[config.mk]
export PLATFORM = sky130hd
export DESIGN_NAME = stopwatch_counter_flat
export DESIGN_NICKNAME = d
export VERILOG_FILES = /design/src/rtl/stopwatch_pkg.sv /design/src/rtl/stopwatch_counter_if.sv /design/src/rtl/stopwatch_counter_sync_edge.sv /design/src/rtl/stopwatch_counter.sv /design/src/flat_wrapper.sv
export SDC_FILE = /design/constraint.sdc
export NUM_CORES = 1
export LEC_CHECK = 0
export ABC_AREA = 1
export CORE_UTILIZATION = 52
export CTS_CLUSTER_DIAMETER = 120
export CTS_CLUSTER_SIZE = 10
export DETAILED_ROUTE_END_ITERATION = 12
export GPL_TIMING_DRIVEN = 0
export PLACE_DENSITY = 0.86
export SYNTH_ARGS = -nofsm -noshare
export SYNTH_HDL_FRONTEND = slang
export SYNTH_SLANG_ARGS = --single-unit
[constraint.sdc]
create_clock -name clk -period 1.9 [get_ports clk]
set_clock_uncertainty 0.2 [all_clocks]
set_input_delay 0.38 -clock clk [delete_from_list [all_inputs] [get_ports clk]]
set_output_delay 0.38 -clock clk [all_outputs]
set_load 0.02 [all_outputs]
[src/rtl/stopwatch_pkg.sv]
// Shared widths, limits and helpers for the MM:SS stopwatch datapath.
package stopwatch_pkg;

  localparam int TIME_W = 6;

  typedef logic [TIME_W-1:0] time_t;

  typedef enum logic {
    FIELD_MIN = 1'b0,
    FIELD_SEC = 1'b1
  } field_e;

  localparam time_t MAX_SEC = 6'd59;
  localparam time_t MAX_MIN = 6'd59;

  // Increment with wrap to zero once the field limit is reached.
  function automatic time_t wrap_inc(input time_t value, input time_t max_value);
    return (value == max_value) ? '0 : value + time_t'(1);
  endfunction

endpackage

[src/rtl/stopwatch_counter_if.sv]
// Control/tick inputs and MM:SS outputs of the stopwatch core.
interface stopwatch_counter_if;
  import stopwatch_pkg::*;

  logic  clk_1Hz;
  logic  clk_2Hz;
  logic  pse;
  logic  adj;
  logic  sel;
  time_t min;
  time_t sec;

  modport master (
    output clk_1Hz, clk_2Hz, pse, adj, sel,
    input  min, sec
  );

  modport slave (
    input  clk_1Hz, clk_2Hz, pse, adj, sel,
    output min, sec
  );

endinterface

[src/rtl/stopwatch_counter_sync_edge.sv]
// Multi-stage synchroniser for a slow asynchronous level, plus a one-cycle
// pulse on each rising edge of the synchronised signal.
module sync_edge #(
  parameter int SYNC_STAGES = 2
) (
  input  logic clk,
  input  logic rst,
  input  logic din,
  output logic pulse
);

  logic [SYNC_STAGES-1:0] sync_reg;
  logic [SYNC_STAGES-1:0] sync_next;
  logic                   prev_reg;
  // Counts the cycles since reset until both the synchroniser output and the
  // edge history hold real post-reset samples; a level already high at
  // release therefore never looks like a rising edge.
  logic [SYNC_STAGES:0]   fill_reg;
  logic                   armed;

  genvar gi;
  generate
    for (gi = 0; gi < SYNC_STAGES; gi++) begin : g_stage
      if (gi == 0) begin : g_first
        assign sync_next[gi] = din;
      end else begin : g_chain
        assign sync_next[gi] = sync_reg[gi-1];
      end
    end
  endgenerate

  always_ff @(posedge clk) begin
    if (rst) begin
      sync_reg <= '0;
      prev_reg <= 1'b0;
      fill_reg <= '0;
    end else begin
      sync_reg <= sync_next;
      prev_reg <= sync_reg[SYNC_STAGES-1];
      fill_reg <= {fill_reg[SYNC_STAGES-1:0], 1'b1};
    end
  end

  assign armed = fill_reg[SYNC_STAGES];
  assign pulse = armed & sync_reg[SYNC_STAGES-1] & ~prev_reg;

endmodule

[src/rtl/stopwatch_counter.sv]
// MM:SS stopwatch core: 1 Hz counting with pause toggle, and a 2 Hz adjust
// mode that advances the selected field without carry.
module stopwatch_counter
  import stopwatch_pkg::*;
#(
  parameter int SYNC_STAGES = 2
) (
  input  logic                clk,
  input  logic                rst,
  stopwatch_counter_if.slave  bus
);

  logic  t1;
  logic  t2;
  logic  tp;

  logic  pause_reg;
  logic  pause_next;
  time_t min_reg;
  time_t min_next;
  time_t sec_reg;
  time_t sec_next;

  sync_edge #(.SYNC_STAGES(SYNC_STAGES)) u_sync_1hz (
    .clk   (clk),
    .rst   (rst),
    .din   (bus.clk_1Hz),
    .pulse (t1)
  );

  sync_edge #(.SYNC_STAGES(SYNC_STAGES)) u_sync_2hz (
    .clk   (clk),
    .rst   (rst),
    .din   (bus.clk_2Hz),
    .pulse (t2)
  );

  sync_edge #(.SYNC_STAGES(SYNC_STAGES)) u_sync_pse (
    .clk   (clk),
    .rst   (rst),
    .din   (bus.pse),
    .pulse (tp)
  );

  // Counting reads the current pause flag, so a toggle landing together
  // with a tick only takes effect from the following cycle.
  always_comb begin
    pause_next = pause_reg ^ tp;
    min_next   = min_reg;
    sec_next   = sec_reg;
    if (bus.adj) begin
      if (t2) begin
        if (bus.sel == FIELD_SEC) begin
          sec_next = wrap_inc(sec_reg, MAX_SEC);
        end else begin
          min_next = wrap_inc(min_reg, MAX_MIN);
        end
      end
    end else if (t1 && !pause_reg) begin
      sec_next = wrap_inc(sec_reg, MAX_SEC);
      if (sec_reg == MAX_SEC) begin
        min_next = wrap_inc(min_reg, MAX_MIN);
      end
    end
  end

  always_ff @(posedge clk) begin
    if (rst) begin
      pause_reg <= 1'b0;
      min_reg   <= '0;
      sec_reg   <= '0;
    end else begin
      pause_reg <= pause_next;
      min_reg   <= min_next;
      sec_reg   <= sec_next;
    end
  end

  assign bus.min = min_reg;
  assign bus.sec = sec_reg;

endmodule

[src/flat_wrapper.sv]
// flat-port wrapper written by rule: the top's interface ports become plain ports
module stopwatch_counter_flat import stopwatch_pkg::*;
#(
  parameter int SYNC_STAGES = 2
)
  (clk, rst, bus_clk_1Hz, bus_clk_2Hz, bus_pse, bus_adj, bus_sel, bus_min, bus_sec);
  stopwatch_counter_if bus_i ();
  input  logic clk;
  input  logic rst;
  input wire logic [$bits(bus_i.clk_1Hz)-1:0] bus_clk_1Hz;
  input wire logic [$bits(bus_i.clk_2Hz)-1:0] bus_clk_2Hz;
  input wire logic [$bits(bus_i.pse)-1:0] bus_pse;
  input wire logic [$bits(bus_i.adj)-1:0] bus_adj;
  input wire logic [$bits(bus_i.sel)-1:0] bus_sel;
  output wire logic [$bits(bus_i.min)-1:0] bus_min;
  output wire logic [$bits(bus_i.sec)-1:0] bus_sec;
  assign bus_i.clk_1Hz = bus_clk_1Hz;
  assign bus_i.clk_2Hz = bus_clk_2Hz;
  assign bus_i.pse = bus_pse;
  assign bus_i.adj = bus_adj;
  assign bus_i.sel = bus_sel;
  assign bus_min = bus_i.min;
  assign bus_sec = bus_i.sec;
  stopwatch_counter #(.SYNC_STAGES(SYNC_STAGES)) u_core (.clk(clk), .rst(rst), .bus(bus_i));
endmodule
==> impl_metrics.py, run 1 <==
metrics = {
    "run_status": {
        "outcome": "complete, no violations",
    },
    "placement": {
        "io_buffers": 17,
        "globalplace.congestion": 0.862,
        "dp_hpwl_mm": 1.79,
    },
    "yosys": {
        "ys_ff_latch": 25,
        "synth_top_area_share_pct": 41.7,
        "synth.distinct_cells": 23,
        "syn-cell-area_sq_mm": 0.00120,
        "ys_top_cells_by_area": "dfxtp_1 (42%), nand2_1 (12%), nor2_1 (10%), inv_1 (8.8%), nand3_1 (8.3%)",
        "synth_area_per_cell_sq_um": 6.82,
        "synth_fp_nets": 185,
        "yosysTopAreaCell": "dfxtp_1",
        "yosysWarnings": 0,
        "synth-seq-area-share_pct": 41.7,
        "synth_cells": 176,
    },
    "min_path": {
        "min_path_cells": 2,
        "hp-class": "input port to register",
        "hold_end": "u_core.bus.min[3]$_SDFFE_PP0P_",
        "hp-start": "rst",
    },
    "setup_path": {
        "timing.rr.end": "u_core.bus.min[5]$_SDFFE_PP0P_",
        "crit_path_end_kind": "primary output",
        "arrival_ps": 1180,
        "required_ps": 1320,
        "crit_buf_inv": 1,
        "cpLargestDelayFamily": "flip-flops",
        "crit_fanout": 7,
        "max_stage_delay_ps": 480,
        "crit_path_start_kind": "register",
        "r2r-start": "u_core.bus.sec[0]$_SDFFE_PP0P_",
        "crit_slowest_cell": "dfxtp_1",
        "r2r_cells": 8,
        "path_cells": "dlygate4sd2_1",
        "path_class": "register to primary output",
        "r2r_setup_slack_ps": 360,
    },
    "finish": {
        "drive_gt1_share_pct": 8.12,
        "syn_to_final_growth_pct": 18.8,
        "regArea_sq_um": 500,
        "multi_input_area_sq_um": 543,
        "post-route-util_pct": 65.0,
        "n_antenna_cell": 0,
        "nets": 207,
        "nFillCells": 197,
    },
    "clock_network": {
        "clock_path_buffers": 2,
        "tritoncts": "built",
        "cts_buffers": 3,
        "cts-hold-fix-buffers": 0,
        "clkLatencyLatePin_ps": 330,
        "htree_levels": 1,
        "cts.sinks": 25,
        "clkTransAtPathRegs_ps": 150,
        "cts_setup_buffers": 0,
        "clock-root-buffer": "clkbuf_4",
    },
    "timing": {
        "rsz0062_at_grt": "no",
        "worst-slew-pin-transition_ps": 401,
        "finalHoldViolations": 0,
        "relSlewSlack_pct": 73.2,
        "period_share_pct": 92.6,
        "setup-violations-final": 0,
        "period_needed_ps": 1760,
        "slew_viol_final": 0,
        "fin_setup_tns_ps": 0,
        "max_freq_ghz": 0.569,
    },
    "die": {
        "die_x_um": 50.0,
        "initial_utilization_pct": 54.8,
        "core_area_sq_mm": 0.00219,
        "num_rows": 17,
        "io_pins": 19,
        "die_area_sq_mm": 0.00250,
        "die_y_um": 50.0,
    },
    "power_and_ir_drop": {
        "p_per_area_mw_per_mm2": 601,
        "power_leakage_uw": 0.000726,
        "peakVddDrop_v": 0.000551,
    },
    "drt": {
        "wl_per_cell_um": 10.8,
        "vias": 1114,
        "ant_nets": 0,
        "viasPerCell": 4.95,
        "post-route-drc-count": 0,
        "wl_mm": 2.43,
        "dr.pass1.iters": 4,
        "drt_iter0_drc": 30,
    },
    "grt": {
        "grtUsageTotal_pct": 22.8,
        "overflow": 0,
        "grt_pass1_wl_mm": 4.31,
        "grt_pass1_vias": 1037,
        "antenna_found_initial": 0,
        "grt_max_degree": 17,
    },
    "flow_run": {
        "drv_cap": 0,
    },
}
-- metal layers --
layer | vias up | wire (um) | GRT usage, %
met2 | 25 | 1230 | 40.4
met1 | 507 | 1090 | 26.2
met5 | - | 0 | 0
li1 | 580 | - | -
met4 | 0 | 17 | 9.05
met3 | 2 | 97 | 4.63
-- final cells by class --
class / count / area share (%)
clock buffers: 3 / 1.58
flip-flops and latches: 25 / 35.1
plain buffers: 5 / 2.81
inverters: 31 / 8.17
repair buffers: 17 / 11.2
clock inverters: 1 / 0.615
well taps: 28 / 2.46
multi-input cells: 115 / 38.1
-- Yosys cell counts --
library cell,number
a21oi_1,4
buf_1,1
buf_2,2
buf_6,1
buf_8,1
clkinv_1,1
dfxtp_1,25
ha_1,2
inv_1,28
inv_2,2
nand2_1,39
nand2_4,3
nand3_1,20
nand3_2,1
nand3b_1,1
nand4_1,4
nor2_1,33
nor2_2,1
o21ai_0,3
o21ai_1,1
o21bai_1,1
or2_4,1
xnor2_1,1
-- layout by cell type (no fill, tap or decap), drive strengths merged, types with 2 or more instances in the layout --
master / Yosys / layout
nor2: 34 / 34
a21oi: 4 / 4
buf: 5 / 5
o21ai: 4 / 4
clkbuf: 0 / 3
nand4: 4 / 4
dfxtp: 25 / 25
inv: 30 / 31
clkdlybuf4s50: 0 / 5
nand2: 42 / 42
dlygate4sd2: 0 / 11
nand3: 21 / 21
ha: 2 / 2
-- logic make-up after synthesis --
| family | Yosys count | synth area share (%) |
|---|---|---|
| buffers and inverters | 36 | 13.0 |
| XOR/XNOR | 1 | 0.730 |
| flip-flops | 25 | 41.7 |
| AND/OR/NAND/NOR | 103 | 38.5 |
| AO/OA/AOI/OAI | 9 | 3.96 |
| adder cells (fa/ha/maj) | 2 | 2.09 |
-- stage by stage --
stage                     hold slack, ps  instances  instance area (sq um)  setup WS (ps)  power [uW]
after CTS                            119        225                   1420           28.9         860
after detailed placement             193        221                   1410          -50.8         608
after floorplan                      188        176                   1200            346         586
final                                129        225                   1430            141         857
after global placement               189        221                   1410          -4.72         604
after global routing                 107        225                   1430            116         896
-- where the power goes --
group / leakage, uW / internal, uW / switching, uW
clock: 0.0000183 / 85.9 / 175
sequential: 0.000204 / 536 / 5.12
combinational: 0.000504 / 23.6 / 30.3
-- worst max path at each step --
stage	from	end	slack, ps	cells past startpoint
after global routing	u_core.bus.min[3]$_SDFFE_PP0P_	bus_min[3]	120	1
after global placement	bus_adj	u_core.bus.sec[0]$_SDFFE_PP0P_	-5	8
final	u_core.bus.min[3]$_SDFFE_PP0P_	bus_min[3]	140	1
after detailed placement	bus_adj	u_core.bus.sec[0]$_SDFFE_PP0P_	-50	8
after floorplan	u_core.bus.sec[1]$_SDFFE_PP0P_	u_core.bus.min[5]$_SDFFE_PP0P_	350	8
after CTS	u_core.bus.min[2]$_SDFFE_PP0P_	bus_min[2]	30	1
-- what timing repair did --
item | CTS | global route
gates resized for setup | 11 | 1
pin swaps | 0 | 0
setup endpoints to repair | 11 | 1
Note: power is estimated with default switching activity, not from simulation.
==> run 2: changes to the inputs <==
- PLACE_DENSITY: 0.86 -> default
- PLACE_DENSITY_LB_ADDON: default -> 0.08
- SLEW_MARGIN: default -> 40
==> run 2 against run 1 <==
Against the previous run: power decreased by 2.3%; maximum frequency increased by 0.99%; sequential cell count unchanged; largest cell class unchanged; final area increased by 0.18%; critical path depth unchanged; first-iteration DRC count increased by 3.3%; core utilization increased by 0.11 points; non-clock buffer count unchanged; count of clock-buffer cells in the layout unchanged.
==> impl_metrics.py, run 2 (synthesized netlist as in run 1, its figures left out) <==
metrics = {
    "run_status": {
        "outcome": "complete, no violations",
    },
    "placement": {
        "dp_hpwl_mm": 1.63,
        "io_buffers": 17,
        "globalplace.congestion": 0.795,
        "dpl_worst_slack_ps": -28.4,
        "placed_area_sq_mm": 0.00141,
    },
    "drt": {
        "vias": 1082,
        "viasPerCell": 4.81,
        "post-route-drc-count": 0,
        "ant_nets": 0,
        "wl_per_cell_um": 9.72,
        "wl_mm": 2.19,
        "dr.pass1.iters": 4,
        "drt_iter0_drc": 31,
    },
    "grt": {
        "grt_max_degree": 16,
        "grt_pass1_wl_mm": 3.86,
        "antenna_found_initial": 0,
        "grtUsageTotal_pct": 19.6,
        "grt_pass1_vias": 945,
        "overflow": 0,
    },
    "setup_path": {
        "crit_buf_inv": 1,
        "cpLargestDelayFamily": "flip-flops",
        "arrival_ps": 1160,
        "max_stage_delay_ps": 480,
        "path_class": "register to primary output",
        "crit_path_start_kind": "register",
        "crit_slowest_cell": "dfxtp_1",
        "required_ps": 1320,
        "crit_path_end_kind": "primary output",
        "crit_fanout": 7,
        "path_cells": "dlygate4sd2_1",
        "r2r_setup_slack_ps": 320,
    },
    "clock_network": {
        "cts.sinks": 25,
        "clock_path_buffers": 2,
        "cts_setup_buffers": 0,
        "cts-hold-fix-buffers": 0,
        "clkTransAtPathRegs_ps": 140,
        "clock-root-buffer": "clkbuf_4",
        "htree_levels": 1,
        "cts_buffers": 3,
        "tritoncts": "built",
        "clkLatencyLatePin_ps": 310,
    },
    "finish": {
        "n_antenna_cell": 0,
        "design_area_sq_mm": 0.00143,
        "layout_common_cells": "nand2_1 (39), nor2_1 (33), inv_1 (28), dfxtp_1 (25), nand3_1 (20)",
        "layout_commonest_cell": "nand2_1",
        "nets": 207,
        "syn_to_final_growth_pct": 19.0,
        "drive_gt1_share_pct": 8.12,
    },
    "die": {
        "core_area_sq_mm": 0.00219,
        "num_rows": 17,
        "die_area_sq_mm": 0.00250,
        "die_x_um": 50.0,
        "die_y_um": 50.0,
        "initial_utilization_pct": 54.8,
        "io_pins": 19,
    },
    "timing": {
        "period_needed_ps": 1740,
        "fin_setup_tns_ps": 0,
        "period_share_pct": 91.7,
        "fin_hold_ws_ps": 141,
        "setup_slack_ps": 158,
        "max_freq_ghz": 0.574,
        "worst-slew-pin-transition_ps": 378,
        "relSlewSlack_pct": 74.8,
        "rsz0062_at_grt": "no",
        "finalHoldViolations": 0,
        "slew_viol_final": 0,
        "setup-violations-final": 0,
    },
    "flow_run": {
        "drv_cap": 0,
    },
    "power_and_ir_drop": {
        "p_seq_share_pct": 64.6,
        "pwr-share-clk_pct": 29.0,
        "intPower_uw": 640,
        "switching_share_pct": 23.6,
        "power_leakage_uw": 0.000736,
        "power_uw": 837,
        "combPwrFrac_pct": 6.3,
        "p_per_area_mw_per_mm2": 586,
        "peakVddDrop_v": 0.000467,
        "switchingPower_uw": 197,
    },
    "min_path": {
        "hp-class": "input port to register",
    },
}
-- run 2: changes by cell type in the layout (fill, tap and decap cells not counted), sizes merged --
| cell | before | now |
|---|---|---|
| clkinvlp | 0 | 1 |
| inv | 31 | 30 |
| dlymetal6s2s | 1 | 2 |
| dlygate4sd2 | 11 | 10 |
-- run 2: what timing repair did --
action                     in CTS  in global routing
setup endpoints to repair      10                  2
cloned                          0                  0
gates resized for setup        10                  2
pin swaps                       0                  0
-- run 2: area by class of cell --
class                      instances  area (sq um)
clock buffer                       3          22.5
tap                               28          35.0
timing repair buffer              17           163
clock inverter                     1          7.51
fill                             216           763
inverter                          31           116
multi-input combinational        115           543
sequential                        25           500
buffer                             5          40.0
-- run 2: path summary, 6_finish.rpt --
check,startpoint,endpoint,cells after the start
worst max-delay path,u_core.bus.min[3]$_SDFFE_PP0P_,bus_min[3],1
worst min-delay path,rst,u_core.bus.min[3]$_SDFFE_PP0P_,2
worst max register to register,u_core.bus.sec[0]$_SDFFE_PP0P_,u_core.bus.min[0]$_SDFFE_PP0P_,9
worst min register to register,u_core.u_sync_1hz.fill_reg[0]$_DFF_P_,u_core.u_sync_pse.fill_reg[1]$_SDFF_PP0_,2
-- run 2: per-stage QoR --
stage	instances	utilization, %
2_1_floorplan	176	-
3_3_place_gp	221	64.1
3_5_place_dp	221	64.1
4_1_cts	225	64.9
5_1_grt	225	65.2
6_report	225	65.2
-- run 2: routing by layer --
metal | track usage, % | up-vias | wire length [um]
li1 | - | 581 | -
met1 | 26.0 | 467 | 1060
met3 | 2.78 | 2 | 111
met2 | 32.0 | 32 | 1000
met4 | 6.67 | 0 | 14
met5 | 0 | - | 0
-- run 2: worst register-to-register path: stages (launching register included) --
cell and delay, ps:
dfxtp_1 400, ha_1 250, nand2_1 80, inv_1 70, nand3_1 110, nand2_4 120, nand2_4 70, inv_2 70
nor2_1 40, nor2_1 100
-- run 2: power groups by stage --
stage                     logic, uW  clock network [uW]  registers [uW]
after floorplan                33.4                   0             553
after global placement         52.9                   0             552
after detailed placement       53.9                   0             552
after CTS                      53.5                 249             541
after global routing           59.5                 270             543
final                          53.1                 243             541
==> run 3: changes to the inputs <==
- CELL_PAD_IN_SITES_DETAIL_PLACEMENT: default -> 0
- CELL_PAD_IN_SITES_GLOBAL_PLACEMENT: default -> 1
- CORE_UTILIZATION: 52 -> 37
==> run 3 against run 2 <==
Against the previous run: core utilization decreased by 18 points; sequential cell count unchanged; maximum frequency increased by 0.70%; count of clock-buffer cells in the layout unchanged; final area increased by 1.2%; register-to-register slack improved by 50 ps; highest routed layer unchanged.
==> impl_metrics.py, run 3 (synthesized netlist as in run 1, its figures left out) <==
metrics = {
    "grt": {
        "grt_max_degree": 17,
        "grtUsageTotal_pct": 15.7,
        "grt_pass1_vias": 1022,
        "antenna_found_initial": 0,
        "overflow": 0,
        "grt_pass1_wl_mm": 4.18,
    },
    "clock_network": {
        "htree_levels": 1,
        "clock-root-buffer": "clkbuf_4",
        "cts.sinks": 25,
        "clkLatencyLatePin_ps": 320,
        "clock_path_buffers": 2,
        "clkTransAtPathRegs_ps": 140,
        "cts_setup_buffers": 0,
        "cts_buffers": 3,
        "tritoncts": "built",
        "cts-hold-fix-buffers": 0,
    },
    "finish": {
        "n_antenna_cell": 0,
        "layout_commonest_cell": "nand2_1",
        "drive_gt1_share_pct": 8.12,
        "design_area_sq_mm": 0.00145,
        "nFillCells": 346,
        "nets": 207,
        "syn_to_final_growth_pct": 20.4,
        "layout_common_cells": "nand2_1 (39), nor2_1 (33), inv_1 (28), dfxtp_1 (25), nand3_1 (20)",
    },
    "power_and_ir_drop": {
        "p_per_area_mw_per_mm2": 586,
        "intPower_uw": 645,
        "power_leakage_uw": 0.000726,
        "switchingPower_uw": 202,
        "switching_share_pct": 23.8,
        "pwr-share-clk_pct": 29.9,
        "peakVddDrop_v": 0.000290,
        "power_uw": 847,
        "combPwrFrac_pct": 6.3,
        "p_seq_share_pct": 63.8,
    },
    "die": {
        "die_x_um": 58.9,
        "core_area_sq_mm": 0.00305,
        "die_y_um": 58.9,
        "die_area_sq_mm": 0.00347,
        "initial_utilization_pct": 39.3,
        "num_rows": 20,
        "io_pins": 19,
    },
    "flow_run": {
        "drv_cap": 0,
    },
    "timing": {
        "fin_setup_tns_ps": 0,
        "period_share_pct": 91.0,
        "rsz0062_at_grt": "no",
        "relSlewSlack_pct": 74.0,
        "max_freq_ghz": 0.578,
        "setup-violations-final": 0,
        "worst-slew-pin-transition_ps": 390,
        "fin_hold_ws_ps": 139,
        "finalHoldViolations": 0,
        "slew_viol_final": 0,
        "period_needed_ps": 1730,
    },
    "setup_path": {
        "required_ps": 1320,
        "path_class": "register to primary output",
        "arrival_ps": 1150,
        "crit_slowest_cell": "dfxtp_1",
        "max_stage_delay_ps": 470,
        "crit_path_start_kind": "register",
        "crit_path_end_kind": "primary output",
        "cpLargestDelayFamily": "flip-flops",
        "crit_fanout": 6,
        "path_cells": "dlygate4sd2_1",
        "crit_buf_inv": 1,
    },
    "run_status": {
        "outcome": "complete, no violations",
    },
    "drt": {
        "wl_mm": 2.27,
        "viasPerCell": 4.37,
        "wl_per_cell_um": 9.40,
        "ant_nets": 0,
        "post-route-drc-count": 0,
        "vias": 1054,
        "drt_iter0_drc": 50,
        "dr.pass1.iters": 4,
    },
    "placement": {
        "globalplace.congestion": 0.840,
        "io_buffers": 17,
        "placed_area_sq_mm": 0.00143,
        "dp_hpwl_mm": 1.67,
    },
    "min_path": {
        "hp-class": "input port to register",
    },
}
run 3: changes by cell type in the layout (fill, tap and decap cells not counted), sizes merged:
cell / before / now
clkinvlp: 1 / 0
dlygate4sd2: 10 / 11
dlymetal6s2s: 2 / 1
inv: 30 / 31
run 3: cell type report:
type | instances | area (sq um) | area share [%]
multi-input combinational | 115 | 543 | 37.6
sequential | 25 | 500 | 34.6
timing repair buffer | 17 | 159 | 11.0
inverter | 31 | 116 | 8.05
tap | 44 | 55.1 | 3.81
buffer | 5 | 40.0 | 2.77
clock buffer | 3 | 22.5 | 1.56
clock inverter | 1 | 8.76 | 0.606
run 3: worst paths after layout:
| check | to | cells after the start | from | slack, ps |
|---|---|---|---|---|
| min reg2reg | u_core.u_sync_2hz.fill_reg[2]$_SDFF_PP0_ | 2 | u_core.u_sync_pse.fill_reg[1]$_SDFF_PP0_ | 210 |
| min | u_core.u_sync_pse.sync_reg[0]$_SDFF_PP0_ | 2 | rst | 140 |
| max reg2reg | u_core.bus.min[5]$_SDFFE_PP0P_ | 8 | u_core.bus.sec[1]$_SDFFE_PP0P_ | 370 |
| max | bus_sec[2] | 1 | u_core.bus.sec[2]$_SDFFE_PP0P_ | 170 |
run 3: per-layer routing:
metal  part of all wire [%]  up-vias  routed length (um)  global-route usage, %
met1                     48      456                1100                   20.3
met3                    3.4        2                  76                   2.20
met2                     47       18                1070                   26.5
met4                   0.88        0                  20                   5.78
li1                       -      578                   -                      -
met5                      0        -                   0                      0
run 3: power by group through the flow:
| stage | Combinational (uW) | Sequential, uW | Clock, uW |
|---|---|---|---|
| global route | 60.5 | 543 | 279 |
| global placement | 54.1 | 552 | 0 |
| detailed placement | 54.6 | 552 | 0 |
| finish | 53.3 | 541 | 253 |
| CTS | 54.2 | 541 | 268 |
| floorplan | 33.4 | 553 | 0 |
run 3: what timing repair did:
action,in CTS,in global routing
endpoints found under the setup margin,11,1
resized for setup,11,1
cloned,0,0
endpoints found under the hold margin,0,0
run 3: metrics by stage:
stage | utilization [%] | setup slack, ps | std cells
2_1_floorplan | - | 346 | 176
3_3_place_gp | 46.7 | -17.2 | 237
3_5_place_dp | 46.7 | -26.4 | 237
4_1_cts | 47.3 | 39.5 | 241
5_1_grt | 47.3 | 119 | 241
6_report | 47.3 | 171 | 241
